==> config.mk <==
export PLATFORM = sky130hd
export DESIGN_NAME = updi_interface
export DESIGN_NICKNAME = d
export VERILOG_FILES = /design/src/rtl/updi_interface.sv
export SDC_FILE = /design/constraint.sdc
export NUM_CORES = 1
export LEC_CHECK = 0
export ABC_AREA = 1
export BUFFER_PORTS_ARGS = -buffer_cell sky130_fd_sc_hd__buf_4
export CORE_AREA = 8 8 247 249
export DETAILED_ROUTE_END_ITERATION = 6
export DIE_AREA = 0 0 255 257
export PLACE_DENSITY = 0.49
export SLEW_MARGIN = 10
export SYNTH_ARGS = -nofsm -noshare
export SYNTH_HDL_FRONTEND = slang
export SYNTH_SLANG_ARGS = --single-unit
==> constraint.sdc <==
create_clock -name clk -period 3.53 [get_ports clk]
set_clock_uncertainty 0.1 [all_clocks]
set_input_delay 0.706 -clock clk [delete_from_list [all_inputs] [get_ports clk]]
set_output_delay 0.706 -clock clk [all_outputs]
set_load 0.02 [all_outputs]
==> src/rtl/updi_interface.sv <==
// UPDI byte-level transaction engine: frames SYNC/opcode/payload into the UART TX FIFO,
// checks ACKs, and moves received bytes from the UART RX FIFO to the host RX FIFO.
`timescale 1ns/1ps

package updi_pkg;
  typedef enum logic [2:0] {
    LDS = 3'd0, LD = 3'd1, STS = 3'd2, ST = 3'd3,
    LDCS = 3'd4, REPEAT = 3'd5, STCS = 3'd6, KEY = 3'd7
  } updi_instruction;
endpackage

module updi_interface
  import updi_pkg::*;
#(
  parameter int unsigned MAX_DATA_SIZE  = 64,
  parameter int unsigned DATA_ADDR_BITS = $clog2(MAX_DATA_SIZE),
  parameter int unsigned TIMEOUT_CYCLES = 4096
) (
  input  logic                              clk,
  input  logic                              rst,
  input  updi_instruction                   instruction,
  input  logic [1:0]                        size_a,
  input  logic [1:0]                        size_b,
  input  logic [1:0]                        ptr,
  input  logic [3:0]                        cs_addr,
  input  logic                              sib,
  input  logic [1:0]                        size_c,
  input  logic [MAX_DATA_SIZE-1:0][7:0]     data,
  input  logic [DATA_ADDR_BITS:0]           data_len,
  input  logic [MAX_DATA_SIZE-1:0]          wait_ack_after,
  input  logic                              tx_start,
  output logic                              tx_ready,
  output logic                              tx_done,
  input  logic [DATA_ADDR_BITS-1:0]         rx_n_bytes,
  input  logic                              rx_start,
  output logic                              rx_ready,
  output logic                              rx_done,
  output logic                              rx_timeout,
  output logic                              ack_error,
  output logic [7:0]                        out_rx_fifo_data,
  output logic                              out_rx_fifo_wr_en,
  input  logic                              out_rx_fifo_full,
  input  logic [7:0]                        uart_rx_fifo_data,
  output logic                              uart_rx_fifo_rd_en,
  input  logic                              uart_rx_fifo_empty,
  output logic [7:0]                        uart_tx_fifo_data,
  output logic                              uart_tx_fifo_wr_en,
  input  logic                              uart_tx_fifo_full
);

  localparam int unsigned TMO_W = $clog2(TIMEOUT_CYCLES + 1);
  localparam logic [TMO_W-1:0]          TMO_LAST = TMO_W'(TIMEOUT_CYCLES - 1);
  localparam logic [TMO_W-1:0]          TMO_ONE  = 1;
  localparam logic [DATA_ADDR_BITS:0]   IDX_ONE  = 1;
  localparam logic [DATA_ADDR_BITS-1:0] CNT_ONE  = 1;

  typedef enum logic [2:0] {
    IDLE, TX_SYNC, TX_OPCODE, TX_DATA, ACK_REQ, ACK_CHECK, RX_REQ, RX_WRITE
  } state_t;

  state_t                      state_q, state_d;
  logic [7:0]                  opcode_q, opcode_d;
  logic [DATA_ADDR_BITS:0]     len_q, len_d, idx_q, idx_d;
  logic [MAX_DATA_SIZE-1:0]    mask_q, mask_d;
  logic [DATA_ADDR_BITS-1:0]   rx_cnt_q, rx_cnt_d;
  logic [TMO_W-1:0]            tmo_q, tmo_d;
  logic                        tx_done_q, tx_done_d, rx_done_q, rx_done_d;
  logic                        ack_error_q, ack_error_d, rx_timeout_q, rx_timeout_d;
  logic [7:0]                  opcode_enc;
  logic                        last_byte;

  assign tx_ready   = (state_q == IDLE);
  assign rx_ready   = (state_q == IDLE);
  assign tx_done    = tx_done_q;
  assign rx_done    = rx_done_q;
  assign ack_error  = ack_error_q;
  assign rx_timeout = rx_timeout_q;
  assign last_byte  = ((idx_q + IDX_ONE) == len_q);

  always_comb begin
    opcode_enc = '0;
    case (instruction)
      LDS:     opcode_enc = {4'h0, size_a, size_b};
      LD:      opcode_enc = {4'h2, ptr, size_b};
      STS:     opcode_enc = {4'h4, size_a, size_b};
      ST:      opcode_enc = {4'h6, ptr, size_b};
      LDCS:    opcode_enc = {4'h8, cs_addr};
      REPEAT:  opcode_enc = {4'hA, 2'b00, size_b};
      STCS:    opcode_enc = {4'hC, cs_addr};
      KEY:     opcode_enc = {4'hE, 1'b0, sib, size_c};
      default: opcode_enc = '0;
    endcase
  end

  // FIFO strobes are gated by the live full/empty flags so a strobe is only
  // ever raised on a cycle where the FIFO will actually accept it.
  always_comb begin
    uart_tx_fifo_wr_en = 1'b0;
    uart_tx_fifo_data  = '0;
    uart_rx_fifo_rd_en = 1'b0;
    out_rx_fifo_wr_en  = 1'b0;
    out_rx_fifo_data   = '0;
    case (state_q)
      TX_SYNC: begin
        uart_tx_fifo_wr_en = !uart_tx_fifo_full;
        uart_tx_fifo_data  = 8'h55;
      end
      TX_OPCODE: begin
        uart_tx_fifo_wr_en = !uart_tx_fifo_full;
        uart_tx_fifo_data  = opcode_q;
      end
      TX_DATA: begin
        uart_tx_fifo_wr_en = !uart_tx_fifo_full;
        uart_tx_fifo_data  = data[idx_q[DATA_ADDR_BITS-1:0]];
      end
      ACK_REQ:  uart_rx_fifo_rd_en = !uart_rx_fifo_empty;
      RX_REQ:   uart_rx_fifo_rd_en = !uart_rx_fifo_empty && !out_rx_fifo_full;
      RX_WRITE: begin
        out_rx_fifo_wr_en = 1'b1;
        out_rx_fifo_data  = uart_rx_fifo_data;
      end
      default: ;
    endcase
  end

  always_comb begin
    state_d      = state_q;
    opcode_d     = opcode_q;
    len_d        = len_q;
    idx_d        = idx_q;
    mask_d       = mask_q;
    rx_cnt_d     = rx_cnt_q;
    tmo_d        = tmo_q;
    tx_done_d    = 1'b0;
    rx_done_d    = 1'b0;
    ack_error_d  = ack_error_q;
    rx_timeout_d = rx_timeout_q;
    case (state_q)
      IDLE: begin
        if (tx_start) begin
          ack_error_d  = 1'b0;
          rx_timeout_d = 1'b0;
          opcode_d     = opcode_enc;
          len_d        = data_len;
          mask_d       = wait_ack_after;
          idx_d        = '0;
          state_d      = TX_SYNC;
        end else if (rx_start) begin
          ack_error_d  = 1'b0;
          rx_timeout_d = 1'b0;
          tmo_d        = '0;
          if (rx_n_bytes == '0) begin
            rx_done_d = 1'b1;
          end else begin
            rx_cnt_d = rx_n_bytes;
            state_d  = RX_REQ;
          end
        end
      end
      TX_SYNC:   if (!uart_tx_fifo_full) state_d = TX_OPCODE;
      TX_OPCODE: begin
        if (!uart_tx_fifo_full) begin
          if (len_q == '0) begin
            tx_done_d = 1'b1;
            state_d   = IDLE;
          end else begin
            idx_d   = '0;
            state_d = TX_DATA;
          end
        end
      end
      TX_DATA: begin
        if (!uart_tx_fifo_full) begin
          if (mask_q[idx_q[DATA_ADDR_BITS-1:0]]) begin
            tmo_d   = '0;
            state_d = ACK_REQ;
          end else if (last_byte) begin
            tx_done_d = 1'b1;
            state_d   = IDLE;
          end else begin
            idx_d = idx_q + IDX_ONE;
          end
        end
      end
      ACK_REQ: begin
        if (!uart_rx_fifo_empty) begin
          tmo_d   = '0;
          state_d = ACK_CHECK;
        end else if (tmo_q == TMO_LAST) begin
          rx_timeout_d = 1'b1;
          state_d      = IDLE;
        end else begin
          tmo_d = tmo_q + TMO_ONE;
        end
      end
      ACK_CHECK: begin
        if (uart_rx_fifo_data != 8'h40) begin
          ack_error_d = 1'b1;
          state_d     = IDLE;
        end else if (last_byte) begin
          tx_done_d = 1'b1;
          state_d   = IDLE;
        end else begin
          idx_d   = idx_q + IDX_ONE;
          state_d = TX_DATA;
        end
      end
      RX_REQ: begin
        // A full host FIFO freezes the timeout counter rather than advancing it.
        if (!out_rx_fifo_full) begin
          if (!uart_rx_fifo_empty) begin
            tmo_d   = '0;
            state_d = RX_WRITE;
          end else if (tmo_q == TMO_LAST) begin
            rx_timeout_d = 1'b1;
            state_d      = IDLE;
          end else begin
            tmo_d = tmo_q + TMO_ONE;
          end
        end
      end
      RX_WRITE: begin
        rx_cnt_d = rx_cnt_q - CNT_ONE;
        if (rx_cnt_q == CNT_ONE) begin
          rx_done_d = 1'b1;
          state_d   = IDLE;
        end else begin
          state_d = RX_REQ;
        end
      end
      default: state_d = IDLE;
    endcase
  end

  always_ff @(posedge clk or posedge rst) begin
    if (rst) begin
      state_q      <= IDLE;
      opcode_q     <= '0;
      len_q        <= '0;
      idx_q        <= '0;
      mask_q       <= '0;
      rx_cnt_q     <= '0;
      tmo_q        <= '0;
      tx_done_q    <= 1'b0;
      rx_done_q    <= 1'b0;
      ack_error_q  <= 1'b0;
      rx_timeout_q <= 1'b0;
    end else begin
      state_q      <= state_d;
      opcode_q     <= opcode_d;
      len_q        <= len_d;
      idx_q        <= idx_d;
      mask_q       <= mask_d;
      rx_cnt_q     <= rx_cnt_d;
      tmo_q        <= tmo_d;
      tx_done_q    <= tx_done_d;
      rx_done_q    <= rx_done_d;
      ack_error_q  <= ack_error_d;
      rx_timeout_q <= rx_timeout_d;
    end
  end

endmodule

==> key figures, run 1 <==
Outcome
  • Status: finished, final reports clean

Power
  • Power Dens Cells: 478 mW/mm2
  • Internal cell power: 4.37 mW
  • Sequential power share: 24.4%
  • Leakage: 8.51 nW
  • Switching Share: between 40% and 50%
  • Max rail drop VDD: 0.000266 V
  • Proportion of power drawn by combinational gates: between 60% and 70%
  • Power consumption: 8.37 mW
  • NetSw: between 3 and 4 mW
  • Clock share of power: 13.4%

Setup path
  • CP Cell Sequence: buf_12 > inv_12 > bufbuf_16 > nor2_1 > o22ai_1 > a21oi_1 > o21ai_1 > nand3_1 > nand3_2 > nand3_2 > o21ai_1 > buf_4
  • Crit. Startpoint: idx_q[0]$_DFFE_PP0P_
  • CP arrival: 2.62 ns
  • Crit path max fanout: 16
  • CP Class: flip-flop to output port
  • Crit path max-delay family: buffers and inverters
  • End of the worst register-to-register path: idx_q[1]$_DFFE_PP0P_
  • Worst setup SP type: flip-flop
  • Slowest stage delay, CP: 0.49 ns
  • R2R depth: 18
  • Reg-to-reg critical path startpoint: idx_q[1]$_DFFE_PP0P_
  • Crit path buffers/inverters: 4
  • CP required: 2.72 ns
  • R2r setup slk: 0.46 ns
  • Slowest stage cell, crit path: dfrtp_4
  • Worst Setup End Kind: output port

Floorplan
  • Die outline area: 0.0655 mm2
  • IO Pins: 645
  • Die Y: 257 um
  • FP Rows: 88
  • Chip Width: roughly 260 um
  • Initial Util: 18.8%
  • Core area: 0.0570 mm2

Route
  • Residual DRC count: 0
  • Drt total wl: 78300 um
  • First drt pass iteration count: 7
  • Initial DRC Count: about 1300
  • DR WL/cell: 25.2 um
  • Vias/cell: 4.92
  • Vias: between 15000 and 20000
  • Routed Antenna Nets: 0

Timing
  • Worst slew margin: 32.9%
  • Final hold vios: 0
  • Fin crit share: 97.1%
  • Final Critical Period: 3.43 ns
  • Final setup violation count: 0
  • Max Slew Vio Count: 0
  • Fmax: 0.292 GHz
  • RSZ-0062 raised after global routing: true
  • Worst-Margin Slew: 1.01 ns

Clock network
  • CTS Hold Bufs: 0
  • Clock sink count: 111
  • CTS buffer count: 9
  • CTS tree: yes
  • Clk_lat worst skew: 0.38 ns
  • CTS H-tree depth: 3
  • Root buffer cell: clkbuf_16
  • Clock Pin Slew Worst Setup and Hold Paths: 0.08 ns
  • Clk buf depth: 2

Placed design
  • Post-Place Cell Area: 0.0164 mm2
  • Port bufs: 644
  • Placed cell count: 3058
  • DP HPWL: 61500 um
  • GP Congestion: a little over 1

Global routing
  • Largest net degree at the start of global routing: 109
  • First-pass GRT wire length: 110000 um
  • Vias in the first global route: approximately 16000
  • GRT Total Usage: between 20% and 30%
  • Initial antenna violation count: 15
  • Grt ovf: 0

Final layout
  • Area Overhead vs Synth: 63.4%
  • Nets: 2951
  • Post-route design area: 0.0175 mm2
  • Fin cells: 3108
  • Share of cells above drive strength 1: 36.0%

Yosys
  • Largest cells by area after synthesis: dfrtp_1, nand2_1, o21ai_0
  • Synthesized flop and latch total: 111
  • Sequential-to-total area share from yosys stat: 25.9%
  • YS warnings: 0
  • Dominant cell type by area after synthesis: dfrtp_1
  • Post-Syn Area: 0.0107 mm2
  • EDFF count, synth: 0
  • Ys flop type: dfrtp_1
  • Post-synth net total: 2351
  • Post-synth top area share: 25.9%
  • Async S/R FF share, synth: 100%
  • Distinct cells, synth: 47
  • Post-Synthesis Cells: 1727
  • Mean Syn Cell Area: 6.21 um2

Worst hold path
  • Worst hold path type: primary input to async pin

Job
  • Max-cap viol count: 0
==> power by group through the flow <==
stage	logic (mW)	clock network, mW	registers, mW
after global placement	4.82	0	2.05
after CTS	5.19	1.17	2.04
final	5.21	1.12	2.04
after global routing	5.75	1.20	2.11
after detailed placement	4.86	0	2.06
after floorplan	3.00	0	1.98
==> metrics by stage <==
stage | TNS [ns] | setup slack [ns] | util, % | hold WS (ns)
6_report | 0 | 0.103 | 30.7 | 0.369
5_1_grt | -0.0315 | -0.0211 | 30.7 | 0.399
4_1_cts | -0.00566 | -0.00566 | 30.3 | 0.369
3_5_place_dp | -0.186 | -0.186 | 28.8 | 0.352
3_3_place_gp | -0.223 | -0.223 | 28.8 | 0.345
2_1_floorplan | 0 | 0.919 | - | 0.334
==> how the worst max path moves through the flow <==
stage | endpoint | cells after the start
after floorplan | uart_tx_fifo_data[4] | 12
after global placement | uart_tx_fifo_data[1] | 11
after detailed placement | uart_tx_fifo_data[1] | 11
after CTS | uart_tx_fifo_data[1] | 11
after global routing | uart_tx_fifo_data[4] | 12
final | uart_tx_fifo_data[1] | 12
==> worst reg2reg max path: stages, from the launching register on <==
cell and delay [ns]:
dfrtp_4 0.57, buf_4 0.22, buf_4 0.34, ha_1 0.29, nand2_1 0.11, nor2_2 0.15
nand2_1 0.07, nand2_1 0.06, nand2_1 0.07, inv_2 0.06, nand2_1 0.06, nand2_1 0.06
inv_1 0.05, nand3_2 0.10, inv_2 0.05, a21oi_2 0.15, nand2_2 0.22, nand2_1 0.14
o21ai_2 0.07
==> kinds of logic (layout without fill, tap and decap cells) <==
family,count (synthesis),count (layout),synth area share (%)
other,0,11,0
adders and majority gates,4,4,0.467
xor gates and xnor gates,5,5,0.408
DFF,111,111,25.9
AOI/OAI and AO/OA,541,541,30.3
and+or+nand+nor,824,824,32.4
muxes,1,1,0.0933
buffers and inverters,241,846,10.5
==> routing by layer <==
metal	GRT usage [%]	part of all wire, %	vias up
met5	0	0.065	-
met4	5.93	2.2	8
met3	4.28	6.6	88
li1	-	-	7200
met2	39.8	50	614
met1	27.8	41	7395
==> cells in the mapped netlist, types with 3 or more instances <==
| cell | n |
|---|---|
| a211oi_1 | 3 |
| a21o_1 | 30 |
| a21oi_1 | 144 |
| a31oi_1 | 5 |
| buf_1 | 8 |
| buf_2 | 65 |
| buf_4 | 13 |
| buf_6 | 12 |
| clkbuf_1 | 40 |
| dfrtp_1 | 111 |
| ha_1 | 4 |
| inv_1 | 89 |
| inv_2 | 11 |
| nand2_1 | 439 |
| nand2_2 | 6 |
| nand3_1 | 143 |
| nand3_2 | 5 |
| nand3b_1 | 13 |
| nand4_1 | 18 |
| nor2_1 | 173 |
| nor2_2 | 7 |
| nor3_1 | 8 |
| nor4_1 | 4 |
| o211ai_1 | 15 |
| o21ai_0 | 154 |
| o21ai_1 | 50 |
| o21ai_2 | 7 |
| o221ai_1 | 79 |
| o22ai_1 | 44 |
| or2_0 | 3 |
| xor2_1 | 3 |
==> placed cells by master, fill, tap and decap left out, types with 48 or more instances in the layout <==
master    Yosys  layout
nor2_1      173     171
o221ai_1     79      70
a21oi_1     144     129
buf_4        13     691
nand3_1     143     133
o21ai_0     154     150
nand2_1     439     438
o21ai_1      50      48
dfrtp_1     111     107
inv_1        89      88
==> state kept, by name (all words and copies together) (netlist names) <==
signal,count
mask_q,64
tmo_q,13
idx_q,7
len_q,7
opcode_q,7
rx_cnt_q,6
state_q,3
ack_error,1
rx_done,1
rx_timeout,1
tx_done,1
==> what timing repair did <==
item / 4_1_cts / 5_1_grt
setup endpoints to repair: 8 / 8
cloned: 8 / 1
gates resized for setup: 52 / 35
pin swaps: 3 / 10
setup buffers: 8 / 6
==> area by class of cell <==
cell class                      count  area, um2
Antenna cell                       11       27.5
Clock buffer                       10        239
Clock inverter                      6       75.1
Fill cell                        6394      39500
Inverter                          103        417
Multi-Input combinational cell   1375       7100
Sequential cell                   111       2790
Tap cell                          765        957
Timing Repair Buffer              725       5900
Timing Repair inverter              2       17.5
Note: power is estimated with default switching activity, not from simulation.
==> inputs of run 2 (changes only) <==
--- a/config.mk
+++ b/config.mk
@@ -7,10 +7,10 @@
 export LEC_CHECK = 0
 export ABC_AREA = 1
 export BUFFER_PORTS_ARGS = -buffer_cell sky130_fd_sc_hd__buf_4
-export CORE_AREA = 8 8 247 249
+export CORE_AREA = 2 2 251 253
 export DETAILED_ROUTE_END_ITERATION = 6
-export DIE_AREA = 0 0 255 257
-export PLACE_DENSITY = 0.49
+export DIE_AREA = 0 0 253 255
+export PLACE_DENSITY = 0.45
 export SLEW_MARGIN = 10
 export SYNTH_ARGS = -nofsm -noshare
 export SYNTH_HDL_FRONTEND = slang
==> constraint.sdc (replaced) <==
create_clock -name clk -period 3.5 [get_ports clk]
set_clock_uncertainty 0.1 [all_clocks]
set_input_delay 0.7 -clock clk [delete_from_list [all_inputs] [get_ports clk]]
set_output_delay 0.7 -clock clk [all_outputs]
set_load 0.02 [all_outputs]
==> key figures, run 2 (synthesis results as in run 1) <==
Clock network
  • Clock Pin Slew Worst Setup and Hold Paths: 0.08 ns
  • Clk buf depth: 2
  • Clk_lat worst skew: 0.38 ns
  • CTS tree: yes
  • Clock sink count: 111
  • CTS buffer count: 9
  • CTS H-tree depth: 3
  • Root buffer cell: clkbuf_16
  • CTS Hold Bufs: 0

Placed design
  • DP HPWL: 57300 um
  • Placed cell count: 3104
  • DP Worst Slack: -0.135 ns
  • Port bufs: 644
  • GP Congestion: ~0.90

Floorplan
  • Die outline area: roughly 0.065 mm2
  • Die Y: 255 um
  • IO Pins: 645
  • Chip Width: roughly 250 um
  • Core area: 0.0622 mm2
  • Initial Util: between 15 and 20%
  • FP Rows: 92

Setup path
  • CP Cell Sequence: buf_12 > clkinv_16 > buf_16 > nand2_1 > a21oi_1 > nand3b_1 > nand3_1 > nand3_1 > nand3_2 > nand2_2 > buf_4
  • CP Class: flip-flop to output port
  • CP arrival: 2.65 ns
  • Slowest stage delay, CP: approximately 0.53 ns
  • Worst Setup End Kind: output port
  • Crit path max fanout: 68
  • Slowest stage cell, crit path: dfrtp_4
  • Cell mode on critical path: nand3_1
  • CP required: 2.70 ns
  • Worst setup SP type: flip-flop

Final layout
  • Area Overhead vs Synth: 69.6%
  • Share of cells above drive strength 1: 38.0%
  • Fin cells: 3154
  • Max reg flops: 64
  • # fillers: 6870
  • Largest regs: mask_q x64, tmo_q x13
  • Most common cell after layout, fill and taps aside: buf_4
  • Most frequent cells in the layout: buf_4, nand2_1, nor2_1, o21ai_0, nand3_1
  • Reg with most FFs: mask_q
  • Area of the multi-input gates: 0.00733 mm2
  • Nets: 2967
  • Reg area: 0.00279 mm2

Worst hold path
  • Worst hold path type: primary input to async pin

Power
  • NetSw: 4.21 mW
  • Proportion of power drawn by combinational gates: ~64%
  • Clock share of power: around an eighth
  • Power Dens Cells: 489 mW/mm2
  • Max rail drop VDD: 0.000262 V
  • Internal cell power: 4.68 mW
  • Switching Share: 47.3%
  • Sequential power share: between 20% and 30%
  • Leakage: 8.75 nW
  • Power consumption: 8.89 mW

Route
  • Initial DRC Count: 1269
  • DR WL/cell: 23.8 um
  • Residual DRC count: 0
  • Drt total wl: 75200 um
  • Vias: 15400
  • Vias/cell: 4.89
  • First drt pass iteration count: 6
  • Routed Antenna Nets: 0

Global routing
  • GRT Total Usage: roughly 22%
  • Vias in the first global route: 15300
  • First-pass GRT wire length: 104000 um
  • Grt ovf: 0
  • Largest net degree at the start of global routing: 114
  • Initial antenna violation count: 18

Timing
  • Max Slew Vio Count: 0
  • Worst-Margin Slew: 0.906 ns
  • Final Critical Period: 3.45 ns
  • Final setup violation count: 0
  • Worst slew margin: 39.6%
  • Final hold vios: 0
  • Fmax: 0.290 GHz
  • Final setup margin: between 0.04 and 0.05 ns
  • RSZ-0062 raised after global routing: true
  • Fin crit share: 98.7%

Job
  • Max-cap viol count: 0

Outcome
  • Status: finished, final reports clean
-- run 2: layout make-up --
cell class / instances / share of cell area [%]
Clock buffer: 11 / 1.39
Sequential cell: 111 / 15.3
Antenna cell: 7 / 0.0963
Multi-Input combinational cell: 1375 / 40.3
Timing Repair Buffer: 742 / 34.6
Tap cell: 799 / 5.50
Timing Repair inverter: 1 / 0.0481
Inverter: 103 / 2.37
Clock inverter: 5 / 0.344
-- run 2: metrics by stage --
step	util, %	cell area (um2)	hold WS [ns]	setup TNS, ns
floorplan	-	10700	0.334	0
global placement	26.7	16600	0.353	-0.140
detailed placement	26.7	16600	0.351	-0.135
CTS	28.7	17900	0.357	-0.0730
global route	29.3	18200	0.383	-0.118
finish	29.3	18200	0.344	0
-- run 2: routing by layer --
layer | vias to the layer above | routed length [um] | GRT usage, %
met1 | 7435 | 31000 | 27.2
met5 | - | 96 | 0
met2 | 634 | 37500 | 38.7
met3 | 96 | 5020 | 3.96
met4 | 16 | 1570 | 5.95
li1 | 7241 | - | -
-- run 2: what timing repair did --
| item | 4_1_cts | 5_1_grt |
|---|---|---|
| gates cloned | 11 | 4 |
| pin swaps | 28 | 22 |
| gates resized for setup | 110 | 60 |
| buffers inserted | 18 | 1 |
| endpoints found under the setup margin | 8 | 8 |
| endpoints found under the hold margin | 0 | 0 |
-- run 2: critical path: cells and delay by family, from the launching register on --
kind	cells	cell delay, ns
buffers and inverters	4	0.62
AOI/OAI and AO/OA	1	0.25
and+or+nand+nor	6	0.69
DFF	1	0.53
-- run 2: worst paths after layout --
check,cells past startpoint,slack [ns],end,start
max in group asynchronous,3,2.31,idx_q[0]$_DFFE_PP0P_,rst
setup / recovery,11,0.05,uart_tx_fifo_data[2],idx_q[0]$_DFFE_PP0P_
hold reg to reg,2,0.37,mask_q[28]$_DFFE_PP0P_,mask_q[28]$_DFFE_PP0P_
hold / removal,2,0.34,len_q[3]$_DFFE_PP0P_,rst
min in group clk,2,0.37,mask_q[28]$_DFFE_PP0P_,mask_q[28]$_DFFE_PP0P_
setup reg to reg,17,0.61,idx_q[0]$_DFFE_PP0P_,idx_q[1]$_DFFE_PP0P_
-- run 2: power groups by stage --
stage | Clock, mW | Combinational [mW] | Sequential (mW)
6_report | 1.11 | 5.72 | 2.05
5_1_grt | 1.20 | 6.29 | 2.12
4_1_cts | 1.16 | 5.60 | 2.05
3_5_place_dp | 0 | 5.03 | 2.08
3_3_place_gp | 0 | 5.01 | 2.07
2_1_floorplan | 0 | 3.02 | 1.99
==> inputs of run 3 (changes only) <==
--- a/config.mk
+++ b/config.mk
@@ -7,10 +7,10 @@
 export LEC_CHECK = 0
 export ABC_AREA = 1
 export BUFFER_PORTS_ARGS = -buffer_cell sky130_fd_sc_hd__buf_4
-export CORE_AREA = 2 2 251 253
+export CORE_AREA = 2 2 248 250
 export DETAILED_ROUTE_END_ITERATION = 6
-export DIE_AREA = 0 0 253 255
-export PLACE_DENSITY = 0.45
+export DIE_AREA = 0 0 250 252
+export PLACE_DENSITY = 0.46
 export SLEW_MARGIN = 10
 export SYNTH_ARGS = -nofsm -noshare
 export SYNTH_HDL_FRONTEND = slang
==> constraint.sdc (replaced) <==
create_clock -name clk -period 4.2 [get_ports clk]
set_clock_uncertainty 0.1 [all_clocks]
set_input_delay 0.84 -clock clk [delete_from_list [all_inputs] [get_ports clk]]
set_output_delay 0.84 -clock clk [all_outputs]
set_load 0.02 [all_outputs]
==> key figures, run 3 (synthesis results as in run 1) <==
Final layout
  • Share of cells above drive strength 1: 32.9%
  • Most common cell after layout, fill and taps aside: buf_4
  • Nets: roughly 2900
  • Core Util, Final: 27.7%
  • Fin cells: 3084
  • Max reg flops: 64
  • Largest regs: mask_q x64, tmo_q x13
  • Most frequent cells in the layout: buf_4, nand2_1, nor2_1, o21ai_0, a21oi_1
  • Reg with most FFs: mask_q
  • Area Overhead vs Synth: 55.4%

Clock network
  • CTS tree: yes
  • Clock Pin Slew Worst Setup and Hold Paths: ~0.090 ns
  • Clock sink count: 111
  • Clk buf depth: 2
  • Clk_lat worst skew: 0.39 ns
  • CTS buffer count: 9
  • Root buffer cell: clkbuf_16
  • CTS H-tree depth: 3

Placed design
  • DP HPWL: approximately 57000 um
  • Placed cell count: 3053
  • Port bufs: 644
  • GP Congestion: 0.961
  • DP Worst Slack: 0.296 ns

Route
  • DR WL/cell: 23.4 um
  • Vias/cell: 4.89
  • Residual DRC count: 0
  • First drt pass iteration count: 7
  • Initial DRC Count: around 1200
  • Routed Antenna Nets: 0
  • Vias: 15100
  • Drt total wl: ~72000 um

Worst hold path
  • Worst hold path type: flip-flop to flip-flop

Timing
  • Worst-Margin Slew: approximately 1.1 ns
  • Max Slew Vio Count: 0
  • Setup TNS: 0 ns
  • Final setup margin: 0.152 ns
  • Final Critical Period: between 4 and 5 ns
  • Worst slew margin: about a quarter
  • Final hold vios: 0
  • Final setup violation count: 0
  • Fin crit share: between 90% and 100%
  • Fmax: 0.247 GHz
  • RSZ-0062 raised after global routing: false

Global routing
  • GR Util met1: 26.4%
  • First-pass GRT wire length: 101000 um
  • GRT busiest layer: met2
  • Vias in the first global route: around 15000
  • Largest net degree at the start of global routing: 157
  • Met2 global-route usage: just under 40%
  • GRT Total Usage: 21.6%
  • Met3 Usage GRT: 3.89%
  • Initial antenna violation count: 17
  • Grt ovf: 0

Setup path
  • CP Class: flip-flop to output port
  • Worst Setup End Kind: output port
  • CP arrival: 3.11 ns
  • Worst setup SP type: flip-flop
  • CP required: 3.26 ns
  • Crit path max fanout: 41

Job
  • Max-cap viol count: 0

Power
  • Power consumption: 6.68 mW
  • Leakage: about 8.2 nW
  • Power Dens Cells: about 400 mW/mm2
  • Max rail drop VDD: 0.000222 V

Outcome
  • Status: finished, final reports clean

Floorplan
  • Initial Util: 17.8%
  • Die outline area: 0.0630 mm2
  • IO Pins: 645
  • FP Rows: 90
  • Chip Width: 250 um
  • Die Y: 252 um
  • Core area: 0.0601 mm2
run 3: cell types whose count changed in the layout (fill, tap and decap cells not counted), moves of 15 or more:
cell,delta
a21oi_1,+25
a21oi_2,-21
buf_16,-16
buf_4,-17
nand3_1,+18
nand3_2,-16
o21ai_0,+23
o21ai_2,-16
o22ai_1,+17
o22ai_2,-15
run 3: critical path, cell delays in order, from the launching register on:
cell and delay [ns]:
dfrtp_4 0.58, inv_8 0.23, buf_8 0.26, o21ai_0 0.16
o22ai_2 0.24, a21oi_1 0.18, o21ai_1 0.14, nand3_1 0.16
nand3_1 0.17, nand3_1 0.20, o21ai_1 0.16, buf_4 0.19
run 3: power breakdown:
| part | internal, mW | leakage (nW) | switching [mW] |
|---|---|---|---|
| Combinational | 1.50 | 6.62 | 2.57 |
| Clock | 0.419 | 0.145 | 0.479 |
| Sequential | 1.49 | 1.40 | 0.233 |
| Total | 3.41 | 8.16 | 3.28 |
run 3: final timing paths:
kind,slack [ns],cells after the start,from,to
max,0.15,11,idx_q[0]$_DFFE_PP0P_,uart_tx_fifo_data[5]
max reg2reg,1.07,18,idx_q[0]$_DFFE_PP0P_,idx_q[1]$_DFFE_PP0P_
min in group asynchronous,0.50,2,rst,mask_q[22]$_DFFE_PP0P_
min reg2reg,0.37,2,mask_q[34]$_DFFE_PP0P_,mask_q[34]$_DFFE_PP0P_
max in group asynchronous,2.56,3,rst,rx_cnt_q[4]$_DFFE_PP0P_
min,0.37,2,mask_q[34]$_DFFE_PP0P_,mask_q[34]$_DFFE_PP0P_
run 3: cell type report:
cell class                 count  area (um2)
multi-input combinational   1375        6860
inverter                     103         403
timing repair buffer         688        5330
clock inverter                 7        62.6
antenna                        9        22.5
sequential                   111        2790
fill                        6724       43500
clock buffer                   9         225
tap                          782         978
run 3: timing repair:
item / in CTS / in global routing
gates cloned: 0 / 1
buffers inserted: 0 / 5
hold buffers: 0 / 0
setup endpoints to repair: 2 / 2
resized for setup: 5 / 6
run 3: layer usage:
layer | wire length, um | share of wire, %
met1 | 29800 | 41
met2 | 36500 | 51
met3 | 4210 | 5.8
met4 | 1610 | 2.2
met5 | 79 | 0.11
run 3: per-stage QoR:
stage | cell area, um2 | hold slack (ns)
final | 16700 | 0.373
after floorplan | 10700 | 0.334
after global routing | 16700 | 0.395
after CTS | 16600 | 0.381
after detailed placement | 16200 | 0.360
after global placement | 16200 | 0.350
